**config.mk**
```make
export PLATFORM = sky130hd
export DESIGN_NAME = demux_1xn_lane_striper_flat
export DESIGN_NICKNAME = d
export VERILOG_FILES = /design/src/rtl/demux_1xn_lane_striper_pkg.sv /design/src/rtl/demux_1xn_lane_striper_if.sv /design/src/rtl/demux_1xn_lane_striper_lane_fifo.sv /design/src/rtl/demux_1xn_lane_striper.sv /design/src/flat_wrapper.sv
export SDC_FILE = /design/constraint.sdc
export NUM_CORES = 1
export LEC_CHECK = 0
export ABC_AREA = 1
export ABC_CLOCK_PERIOD_IN_PS = 4400
export CAP_MARGIN = 20
export CORE_ASPECT_RATIO = 0.8
export CORE_MARGIN = 2
export CORE_UTILIZATION = 40
export CTS_BUF_LIST = sky130_fd_sc_hd__clkbuf_16
export DETAILED_ROUTE_END_ITERATION = 8
export PLACE_DENSITY = 0.62
export SYNTH_ARGS = -nofsm -noshare
export SYNTH_HDL_FRONTEND = slang
export SYNTH_SLANG_ARGS = --single-unit
export TNS_END_PERCENT = 30
```
**constraint.sdc**
```tcl
create_clock -name clk -period 4.4 [get_ports clk]
set_input_delay 0.88 -clock clk [delete_from_list [all_inputs] [get_ports clk]]
set_output_delay 0.88 -clock clk [all_outputs]
set_load 0.005 [all_outputs]
```
**src/rtl/demux_1xn_lane_striper_pkg.sv**
```systemverilog
`default_nettype none
// ============================================================================
// Module      : lane_pkg
// Description : Default sizes, lane index type and width helpers for the
//               round-robin lane striper.
// Revision    : 1.0 - initial release
// ============================================================================
package lane_pkg;

    localparam int c_DATA_W = 8;
    localparam int c_LANES  = 4;
    localparam int c_DEPTH  = 4;

    typedef logic [$clog2(c_LANES)-1:0] lane_idx_t;

    // Keeps the pointer at least one bit wide even for degenerate lane counts
    function automatic int ptr_width(input int lanes);
        return (lanes > 1) ? $clog2(lanes) : 1;
    endfunction

    function automatic int cnt_width(input int depth);
        return $clog2(depth + 1);
    endfunction

endpackage
`default_nettype wire

```
**src/rtl/demux_1xn_lane_striper_if.sv**
```systemverilog
`default_nettype none
// ============================================================================
// Module      : demux_1xn_lane_striper_if
// Description : Byte-stream input and per-lane output bundle of the striper.
// Revision    : 1.0 - initial release
// ============================================================================
interface demux_1xn_lane_striper_if
    import lane_pkg::*;
#(
    parameter int DATA_W = c_DATA_W,
    parameter int LANES  = c_LANES,
    parameter int DEPTH  = c_DEPTH
);

    localparam int CNT_W = cnt_width(DEPTH);

    logic [DATA_W-1:0]       in_data;
    logic                    in_valid;
    logic                    in_sop;
    logic                    in_ready;
    logic [LANES*DATA_W-1:0] out_data;
    logic [LANES-1:0]        out_valid;
    logic [LANES-1:0]        out_ready;
    logic [LANES*CNT_W-1:0]  lane_level;

    modport master (
        output in_data, in_valid, in_sop, out_ready,
        input  in_ready, out_data, out_valid, lane_level
    );

    modport slave (
        input  in_data, in_valid, in_sop, out_ready,
        output in_ready, out_data, out_valid, lane_level
    );

endinterface
`default_nettype wire

```
**src/rtl/demux_1xn_lane_striper_lane_fifo.sv**
```systemverilog
`default_nettype none
// ============================================================================
// Module      : lane_fifo
// Description : Synchronous first-word-fall-through FIFO for one output lane.
// Revision    : 1.0 - initial release
// ============================================================================
module lane_fifo
    import lane_pkg::*;
#(
    parameter  int DATA_W = c_DATA_W,
    parameter  int DEPTH  = c_DEPTH,
    localparam int CNT_W  = cnt_width(DEPTH)
) (
    input  wire logic              clk,
    input  wire logic              reset,
    input  wire logic              push,
    input  wire logic [DATA_W-1:0] push_data,
    output logic                   full,
    input  wire logic              pop,
    output logic [DATA_W-1:0]      head_data,
    output logic                   empty,
    output logic [CNT_W-1:0]       level
);

    localparam int AW = $clog2(DEPTH);

    logic [DATA_W-1:0] r_mem [DEPTH];
    logic [AW-1:0]     r_wr_ptr;
    logic [AW-1:0]     r_rd_ptr;
    logic [CNT_W-1:0]  r_level;
    logic              w_push;
    logic              w_pop;

    assign full      = (r_level == CNT_W'(DEPTH));
    assign empty     = (r_level == '0);
    assign level     = r_level;
    assign w_push    = push & ~full;
    assign w_pop     = pop & ~empty;
    // Stale storage is never exposed: an empty lane shows zero data
    assign head_data = empty ? '0 : r_mem[r_rd_ptr];

    always_ff @(posedge clk) begin
        if (w_push) begin
            r_mem[r_wr_ptr] <= push_data;
        end
    end

    always_ff @(posedge clk) begin
        if (reset) begin
            r_wr_ptr <= '0;
            r_rd_ptr <= '0;
            r_level  <= '0;
        end else begin
            if (w_push) begin
                r_wr_ptr <= r_wr_ptr + 1'b1;
            end
            if (w_pop) begin
                r_rd_ptr <= r_rd_ptr + 1'b1;
            end
            if (w_push && !w_pop) begin
                r_level <= r_level + 1'b1;
            end else if (w_pop && !w_push) begin
                r_level <= r_level - 1'b1;
            end
        end
    end

endmodule
`default_nettype wire

```
**src/rtl/demux_1xn_lane_striper.sv**
```systemverilog
`default_nettype none
// ============================================================================
// Module      : demux_1xn_lane_striper
// Description : Stripes one symbol stream round-robin over LANES lane FIFOs.
// Revision    : 1.0 - initial release
// ============================================================================
module demux_1xn_lane_striper
    import lane_pkg::*;
#(
    parameter int DATA_W = c_DATA_W,
    parameter int LANES  = c_LANES,
    parameter int DEPTH  = c_DEPTH
) (
    input  wire logic                clk,
    input  wire logic                reset,
    demux_1xn_lane_striper_if.slave  bus
);

    localparam int PTR_W = ptr_width(LANES);
    localparam int CNT_W = cnt_width(DEPTH);
    localparam logic [PTR_W-1:0] c_LAST_LANE = PTR_W'(LANES - 1);

    logic [PTR_W-1:0]        r_ptr;
    logic [PTR_W-1:0]        w_tgt;
    logic                    w_in_ready;
    logic                    w_accept;
    logic [LANES-1:0]        w_full;
    logic [LANES-1:0]        w_empty;
    logic [LANES-1:0]        w_push;
    logic [LANES-1:0]        w_pop;
    logic [LANES*DATA_W-1:0] w_out_data;
    logic [LANES*CNT_W-1:0]  w_level;

    assign w_tgt = bus.in_sop ? '0 : r_ptr;
    // Ready looks only at stored occupancy, so a full lane never passes through
    assign w_in_ready = ~reset & ~w_full[w_tgt];
    assign w_accept   = bus.in_valid & w_in_ready;

    assign bus.in_ready   = w_in_ready;
    assign bus.out_valid  = ~w_empty;
    assign bus.out_data   = w_out_data;
    assign bus.lane_level = w_level;

    // Explicit compare-and-wrap so non power-of-2 lane counts work
    always_ff @(posedge clk) begin
        if (reset) begin
            r_ptr <= '0;
        end else if (w_accept) begin
            r_ptr <= (w_tgt == c_LAST_LANE) ? '0 : w_tgt + 1'b1;
        end
    end

    genvar gi;
    generate
        for (gi = 0; gi < LANES; gi++) begin : g_lane
            assign w_push[gi] = w_accept & (w_tgt == PTR_W'(gi));
            assign w_pop[gi]  = bus.out_ready[gi] & ~w_empty[gi];

            lane_fifo #(
                .DATA_W (DATA_W),
                .DEPTH  (DEPTH)
            ) u_fifo (
                .clk       (clk),
                .reset     (reset),
                .push      (w_push[gi]),
                .push_data (bus.in_data),
                .full      (w_full[gi]),
                .pop       (w_pop[gi]),
                .head_data (w_out_data[gi*DATA_W +: DATA_W]),
                .empty     (w_empty[gi]),
                .level     (w_level[gi*CNT_W +: CNT_W])
            );
        end
    endgenerate

endmodule
`default_nettype wire

```
**src/flat_wrapper.sv**
```systemverilog
// flat-port wrapper written by rule: the top's interface ports become plain ports
module demux_1xn_lane_striper_flat import lane_pkg::*;
#(
    parameter int DATA_W = c_DATA_W,
    parameter int LANES  = c_LANES,
    parameter int DEPTH  = c_DEPTH
)
  (clk, reset, bus_in_data, bus_in_valid, bus_in_sop, bus_out_ready, bus_in_ready, bus_out_data, bus_out_valid, bus_lane_level);
  demux_1xn_lane_striper_if #(.DATA_W(DATA_W), .LANES(LANES), .DEPTH(DEPTH)) bus_i ();
  input  wire logic clk;
  input  wire logic reset;
  input wire logic [$bits(bus_i.in_data)-1:0] bus_in_data;
  input wire logic [$bits(bus_i.in_valid)-1:0] bus_in_valid;
  input wire logic [$bits(bus_i.in_sop)-1:0] bus_in_sop;
  input wire logic [$bits(bus_i.out_ready)-1:0] bus_out_ready;
  output wire logic [$bits(bus_i.in_ready)-1:0] bus_in_ready;
  output wire logic [$bits(bus_i.out_data)-1:0] bus_out_data;
  output wire logic [$bits(bus_i.out_valid)-1:0] bus_out_valid;
  output wire logic [$bits(bus_i.lane_level)-1:0] bus_lane_level;
  assign bus_i.in_data = bus_in_data;
  assign bus_i.in_valid = bus_in_valid;
  assign bus_i.in_sop = bus_in_sop;
  assign bus_i.out_ready = bus_out_ready;
  assign bus_in_ready = bus_i.in_ready;
  assign bus_out_data = bus_i.out_data;
  assign bus_out_valid = bus_i.out_valid;
  assign bus_lane_level = bus_i.lane_level;
  demux_1xn_lane_striper #(.DATA_W(DATA_W), .LANES(LANES), .DEPTH(DEPTH)) u_core (.clk(clk), .reset(reset), .bus(bus_i));
endmodule
```
---- Word-level counts from Yosys, hierarchy flattened ----
Memories as Yosys holds them, arrays and structs flattened. A register that Yosys moved wholly into a read port is not among the register bits.
Cells that the tools add are included.
W data, S select, Z words.
word-level totals
  bits in writable memories ............... 128
  memory bits (read-only) ................. 0
  bits of input ports ..................... 16
  logic and storage cells ................. 128
  flip-flop bits (word level) ............. 30
  memories kept ........................... 4
  latch bits .............................. 0
operators by class
  multiply operators ...................... 0
  shift operators ......................... 0
  reduce and logical (&&, ||, !) cells .... 25
  bitwise operators ....................... 29
  div/mod/pow operators ................... 0
  order comparisons ....................... 1
  add/subtract/negate cells ............... 17
  eq/ne operators ......................... 7
  mux-type cells .......................... 32
memories
  memory                         depth  bits a word  read ports  clocked after memory_dff  write ports  line                                    source
  u_core.g_lane[0].u_fifo.r_mem  4      8            1           1                         1            demux_1xn_lane_striper_lane_fifo.sv:27  logic [DATA_W-1:0] r_mem [DEPTH];
  u_core.g_lane[1].u_fifo.r_mem  4      8            1           1                         1            demux_1xn_lane_striper_lane_fifo.sv:27
  u_core.g_lane[2].u_fifo.r_mem  4      8            1           1                         1            demux_1xn_lane_striper_lane_fifo.sv:27
  u_core.g_lane[3].u_fifo.r_mem  4      8            1           1                         1            demux_1xn_lane_striper_lane_fifo.sv:27
operator list
  operator               number
  $mux W8                4
  $mux W3                8
  $mux W2                10
  $add A2 B1 Y2 const B  9
  $and A1 B1 Y1          18
  $add A3 B1 Y3 const B  4
  $eq A3 B3 Y1 const B   4
  $logic_not A3 Y1       4
  $sub A3 B1 Y3 const B  4
  $not A1 Y1             10
  $mux W1                9
  $logic_and A1 B1 Y1    8
  $logic_not A1 Y1       8
  $reduce_bool A2 Y1     4
  $eq A2 B2 Y1 const B   2
  $not A4 Y4             1
  $lt A2 B3 Y1 const B   1
  $bmux W1 S2            1
  $eq A2 B1 Y1 const B   1
  $logic_not A2 Y1       1

---- Depth between registers and ports, before layout ----
  depth after elaboration ................. 12
  gate-level depth with buffers ........... 16
  mapped depth without buffers ............ 16

---- Hierarchy ----
From an unflattened synthesis, not the netlist that was laid out.
unflattened totals
  cell total of the unflattened synthesis .. 715
  area, all modules ....................... 7298.2 um^2
modules (own cells, without submodules)
  module                  times used  area an instance (um^2)  cells an instance  seq. area each (um^2)
  lane_fifo               4           1739.2                   164                1141.1
  demux_1xn_lane_striper  1           341.6                    59                 40.0

---- Worst setup path before layout ----
Ideal clock, no wire load.
  path kind ............................... input port to flip-flop
  from .................................... in bus_in_sop
  to ...................................... reg u_core.g_lane[0].u_fifo.r_level[2]
  path slack .............................. 1644 ps
  arrival ................................. 2634 ps
  required time ........................... 4278 ps
  cell stages on the path ................. 14
  buffers on the path ..................... 0
  library setup time ...................... 122 ps
  path through ............................ nor2_2 -> inv_1 -> ha_1 -> inv_1 -> a21oi_1 -> nand4_4 -> inv_1 -> ha_1 -> inv_1 -> fa_1 -> a21oi_1 -> o21ai_0 -> o21ai_0 -> a21oi_1
on the way
  cells in the longest elaborated chain, start to end .. 11
RTL lines
  element                             line                                    source
  from (decl)                         flat_wrapper.sv:14                      input wire logic [$bits(bus_i.in_sop)-1:0] bus_in_sop;
  $mux W2 *                           demux_1xn_lane_striper.sv:34            assign w_tgt = bus.in_sop ? '0 : r_ptr;
  $bmux W1 S2                         demux_1xn_lane_striper.sv:36            assign w_in_ready = ~reset & ~w_full[w_tgt];
  $mux W1 (implied by the code)       demux_1xn_lane_striper.sv:36
  $not A1 Y1                          demux_1xn_lane_striper.sv:36
  $and A1 B1 Y1                       demux_1xn_lane_striper.sv:36
  $and A1 B1 Y1                       demux_1xn_lane_striper.sv:37            assign w_accept = bus.in_valid & w_in_ready;
  $and A1 B1 Y1 *                     demux_1xn_lane_striper.sv:56            assign w_push[gi] = w_accept & (w_tgt == PTR_W'(gi));
  $and A1 B1 Y1 *                     demux_1xn_lane_striper_lane_fifo.sv:37  assign w_push = push & ~full;
  via u_core.g_lane[0].u_fifo.w_push  demux_1xn_lane_striper_lane_fifo.sv:31  logic w_push;
  $logic_not A1 Y1                    demux_1xn_lane_striper_lane_fifo.sv:62  end else if (w_pop && !w_push) begin
  $logic_and A1 B1 Y1                 demux_1xn_lane_striper_lane_fifo.sv:62
  $reduce_bool A2 Y1 (no line)        -
  to (signal assigned)                demux_1xn_lane_striper_lane_fifo.sv:61  r_level <= r_level + 1'b1;
  to (signal assigned)                demux_1xn_lane_striper_lane_fifo.sv:63  r_level <= r_level - 1'b1;
  to (decl)                           demux_1xn_lane_striper_lane_fifo.sv:30  logic [CNT_W-1:0] r_level;
The timed path passes the listed nets; every way through them passes the cells marked *. The select of a mux whose other input is x is not followed.
A chain may end at the register's enable or synchronous reset.

---- Worst setup path after layout ----
  from .................................... in reset
  to ...................................... out bus_in_ready
on the way
  cells in the longest elaborated chain, start to end .. 2
RTL lines
  element        line                          source
  from (decl)    flat_wrapper.sv:11            input wire logic reset;
  $not A1 Y1     demux_1xn_lane_striper.sv:36
  $and A1 B1 Y1  demux_1xn_lane_striper.sv:36
  to (decl)      flat_wrapper.sv:16            output wire logic [$bits(bus_i.in_ready)-1:0] bus_in_ready;
Every way passes these cells.

==> flow_summary_export.csv <==
group,metric,value,unit
cells_and_area,regArea,4604,um2
synthesis,postSynthCellCount,665,
critical_path,critical_path_class,"in2out",
place,dp_hpwl,10340,um
status,outcome,"finished clean",
place,post_dp_cell_area,7943,um2
global_route,grt_pass1_wl,25150,um
critical_path,cp_max_fo,18,
timing,rsz0062_at_grt,"false",
critical_path,worstSetupStartpointType,"input port",
critical_path,worstSetupEndpoint,"bus_in_ready",
die,die_h,123.2,um
timing,holdWs,0.4708,ns
power_and_ir_drop,pwr-share-comb,0.313,
clock_tree,cts.path.max_buffers,2,
synthesis,synth_area,7109,um2
die,std_cell_rows,43,
critical_path,r2r_setup_slack,1.85,ns
global_route,gr-total-overflow,0,
timing,period_needed,3.483,ns
drt,wl_per_cell,16.22,um
place,port_buffers,64,
clock_tree,numCtsBuffers,17,
clock_tree,cts.htree.levels,4,
job,max-cap-violations,0,
global_route,grt_pass1_vias,4800,
timing,drv_slew,0,
critical_path,worstPathRequired,3.52,ns
synthesis,async_reset_ff_frac,0,
power_and_ir_drop,p_leak,3.129,nW
synthesis,synth_top_area_frac,0.5407,
clock_tree,cts-root-buf,"clkbuf_16",
drt,drtIter0Drc,393,
cells_and_area,multi_input_area,2138,um2
critical_path,timing.rr.start,"u_core.g_lane[2].u_fifo.level[1]",
power_and_ir_drop,power_density,592.8,nW/um2
synthesis,synth_nets,709,
critical_path,crit_path_cell_trace,"clkdlybuf4s50_1 > inv_2 > nand2_1 > nor2_4 > clkdlybuf4s50_1",
worst_hold_path,hold_path_class,"reg2reg",
drt,vias,4799,
synthesis,synth_enable_flop_cells,128,
cells_and_area,antenna_cells,0,
timing,max_slew_margin,0.4318,
timing,fin_worst_skew,0.01303,ns
timing,fmax,287.1,MHz
drt,via_per_inst,4.963,
die,die_w,153.1,um
synthesis,yosysUniqueCellTypes,28,
clock_tree,clock_latency,0.42,ns
power_and_ir_drop,power.internal,3.449,mW
clock_tree,cts_resized,0,
synthesis,ys_ff_latch,166,
timing,tightest_slew,0.8492,ns
global_route,grt_max_degree,19,
timing,timing.final.ws_setup,0.9171,ns
clock_tree,cts_tree,"yes",
critical_path,cpPeakStageDelay,0.54,ns
critical_path,r2r-end,"u_core.g_lane[3].u_fifo.level[2]",
die,start_util,0.4091,
synthesis,netlist.top_cell.by_area,"edfxtp_1",
critical_path,cp_common_cell,"clkdlybuf4s50_1",
cells_and_area,num-fill-cells,1525,
clock_tree,clkTransAtPathRegs,0.06,ns
critical_path,endpoint_kind,"output port",
timing,finalHoldViolations,0,
power_and_ir_drop,sequentialPowerShare,0.394,
critical_path,critPathSlowestCell,"clkdlybuf4s50_1",
synthesis,synth-seq-area-share,0.6477,
place,gp_congestion,0.8137,
worst_hold_path,whs_path_depth,2,
global_route,grt_use_total,0.1742,
drt,antenna_left,0,
critical_path,cp_data_arrival_time,2.60,ns
drt,dr.pass1.iters,5,
clock_tree,post_cts_buffers,0,
power_and_ir_drop,vdd.ir_drop.worst,0.3525,mV
place,dp_slack,0.8361,ns
critical_path,r2r_cells,15,
power_and_ir_drop,clockPowerShare,0.294,
power_and_ir_drop,power.switching,1.610,mW
timing,setup_violations,0,
timing,fin_crit_sh,0.7916,
die,core-area,17380,um2
die,boundaryPins,65,
synthesis,post-synth-top-count-cell,"nor2_1",
cells_and_area,fin_area,8533,um2
cells_and_area,syn_to_final_growth,20.03,%
synthesis,synth.area.top_cells,"edfxtp_1 (54%), dfxtp_1 (11%), nor2_1 (9.1%)",
clock_tree,hold_buffers,0,
power_and_ir_drop,p_sw_frac,0.3182,
synthesis,ys.flop_type,"edfxtp_1",
synthesis,synth_top_cells_by_count,"nor2_1 (172), edfxtp_1 (128), o21ai_0 (82)",
clock_tree,clock_sinks,166,
drt,drcViolationCount,0,
cells_and_area,nNetsFinal,773,
synthesis,ys_warn_count,0,
cells_and_area,fin_util,0.4910,
global_route,antenna_found_initial,0,
synthesis,syn_avg_cell_area,10.69,um2
drt,totalWireLength,15680,um
timing,timing.setup.tns,0,ns
die,dieArea,18860,um2
critical_path,critPathLaunch,"reset",
cells_and_area,drive_gt1_frac,0.06604,
## state kept, by name, summed over array words and instances, names as in the netlist, named ones only
name / count
u_core.g_lane.u_fifo.level: 12
u_core.g_lane.u_fifo.r_mem: 128
u_core.g_lane.u_fifo.r_rd_ptr: 8
u_core.g_lane.u_fifo.r_wr_ptr: 8
u_core.r_ptr: 2
## metrics by stage
step | cells | power, mW
finish | 967 | 5.059
global route | 967 | 5.364
CTS | 967 | 5.102
detailed placement | 935 | 3.611
global placement | 935 | 3.566
floorplan | 665 | 2.755
## cell families after synthesis
logic type / Yosys count / synth area share
flops: 166 / 0.6477
buf+inv: 92 / 0.05157
simple gates: 236 / 0.1445
xor+xnor: 2 / 0.002464
compound gates: 141 / 0.1003
fa+ha+maj: 28 / 0.05350
## critical path, delay by kind of cell
family / cells / cell delay (ns)
buffers and inverters: 3 / 1.35
AND/OR/NAND/NOR: 2 / 0.36
## worst min-delay path by stage
| stage | start | endpoint | slack [ns] |
|---|---|---|---|
| 6_report | u_core.g_lane[1].u_fifo.r_rd_ptr[1] | u_core.g_lane[1].u_fifo.r_rd_ptr[1] | 0.47 |
| 5_1_grt | u_core.g_lane[0].u_fifo.r_rd_ptr[1] | flop | 0.49 |
| 4_1_cts | u_core.g_lane[1].u_fifo.r_rd_ptr[1] | u_core.g_lane[1].u_fifo.r_rd_ptr[1] | 0.47 |
| 3_5_place_dp | u_core.g_lane[1].u_fifo.r_rd_ptr[1] | flop | 0.46 |
| 3_3_place_gp | u_core.g_lane[1].u_fifo.r_rd_ptr[1] | u_core.g_lane[1].u_fifo.r_rd_ptr[1] | 0.45 |
| 2_1_floorplan | u_core.g_lane[3].u_fifo.r_rd_ptr[1] | flop | 0.44 |
## power by group through the flow
stage / Sequential (mW) / Combinational (mW) / Clock [mW]
after floorplan: 1.93 / 0.830 / 0
after global placement: 2.02 / 1.54 / 0
after detailed placement: 2.02 / 1.59 / 0
after CTS: 1.99 / 1.60 / 1.51
after global routing: 2.02 / 1.77 / 1.57
final: 1.99 / 1.58 / 1.48
## per-layer routing
layer / GRT usage / vias up / part of all wire
met2: 0.2843 / 112 / 0.47
met1: 0.2369 / 2313 / 0.48
met4: 0.04456 / 0 / 0.0069
met5: 0 / - / 0
li1: - / 2362 / -
met3: 0.04171 / 12 / 0.045
## layout by cell type, fill, tap and decap left out, drive strengths merged, types with 3 or more instances in the layout
cell type	netlist	routed
nor2	175	175
edfxtp	128	128
o21ai	83	83
inv	72	76
clkdlybuf4s50	0	64
a21oi	56	56
nand2	42	42
dfxtp	38	38
ha	24	24
clkbuf	8	17
nand4	8	8
nand3	7	7
clkinv	0	6
fa	4	4
and2	3	3
bufinv	0	3
## area by class of cell
| type | instances | share of cell area |
|---|---|---|
| clock buffers | 17 | 0.04985 |
| clock inverters | 15 | 0.01935 |
| inverters | 72 | 0.03167 |
| multi-input cells | 407 | 0.2506 |
| flip-flops and latches | 166 | 0.5396 |
| well taps | 225 | 0.03299 |
| repair buffers | 65 | 0.07595 |
(Power assumes the default switching activity.)
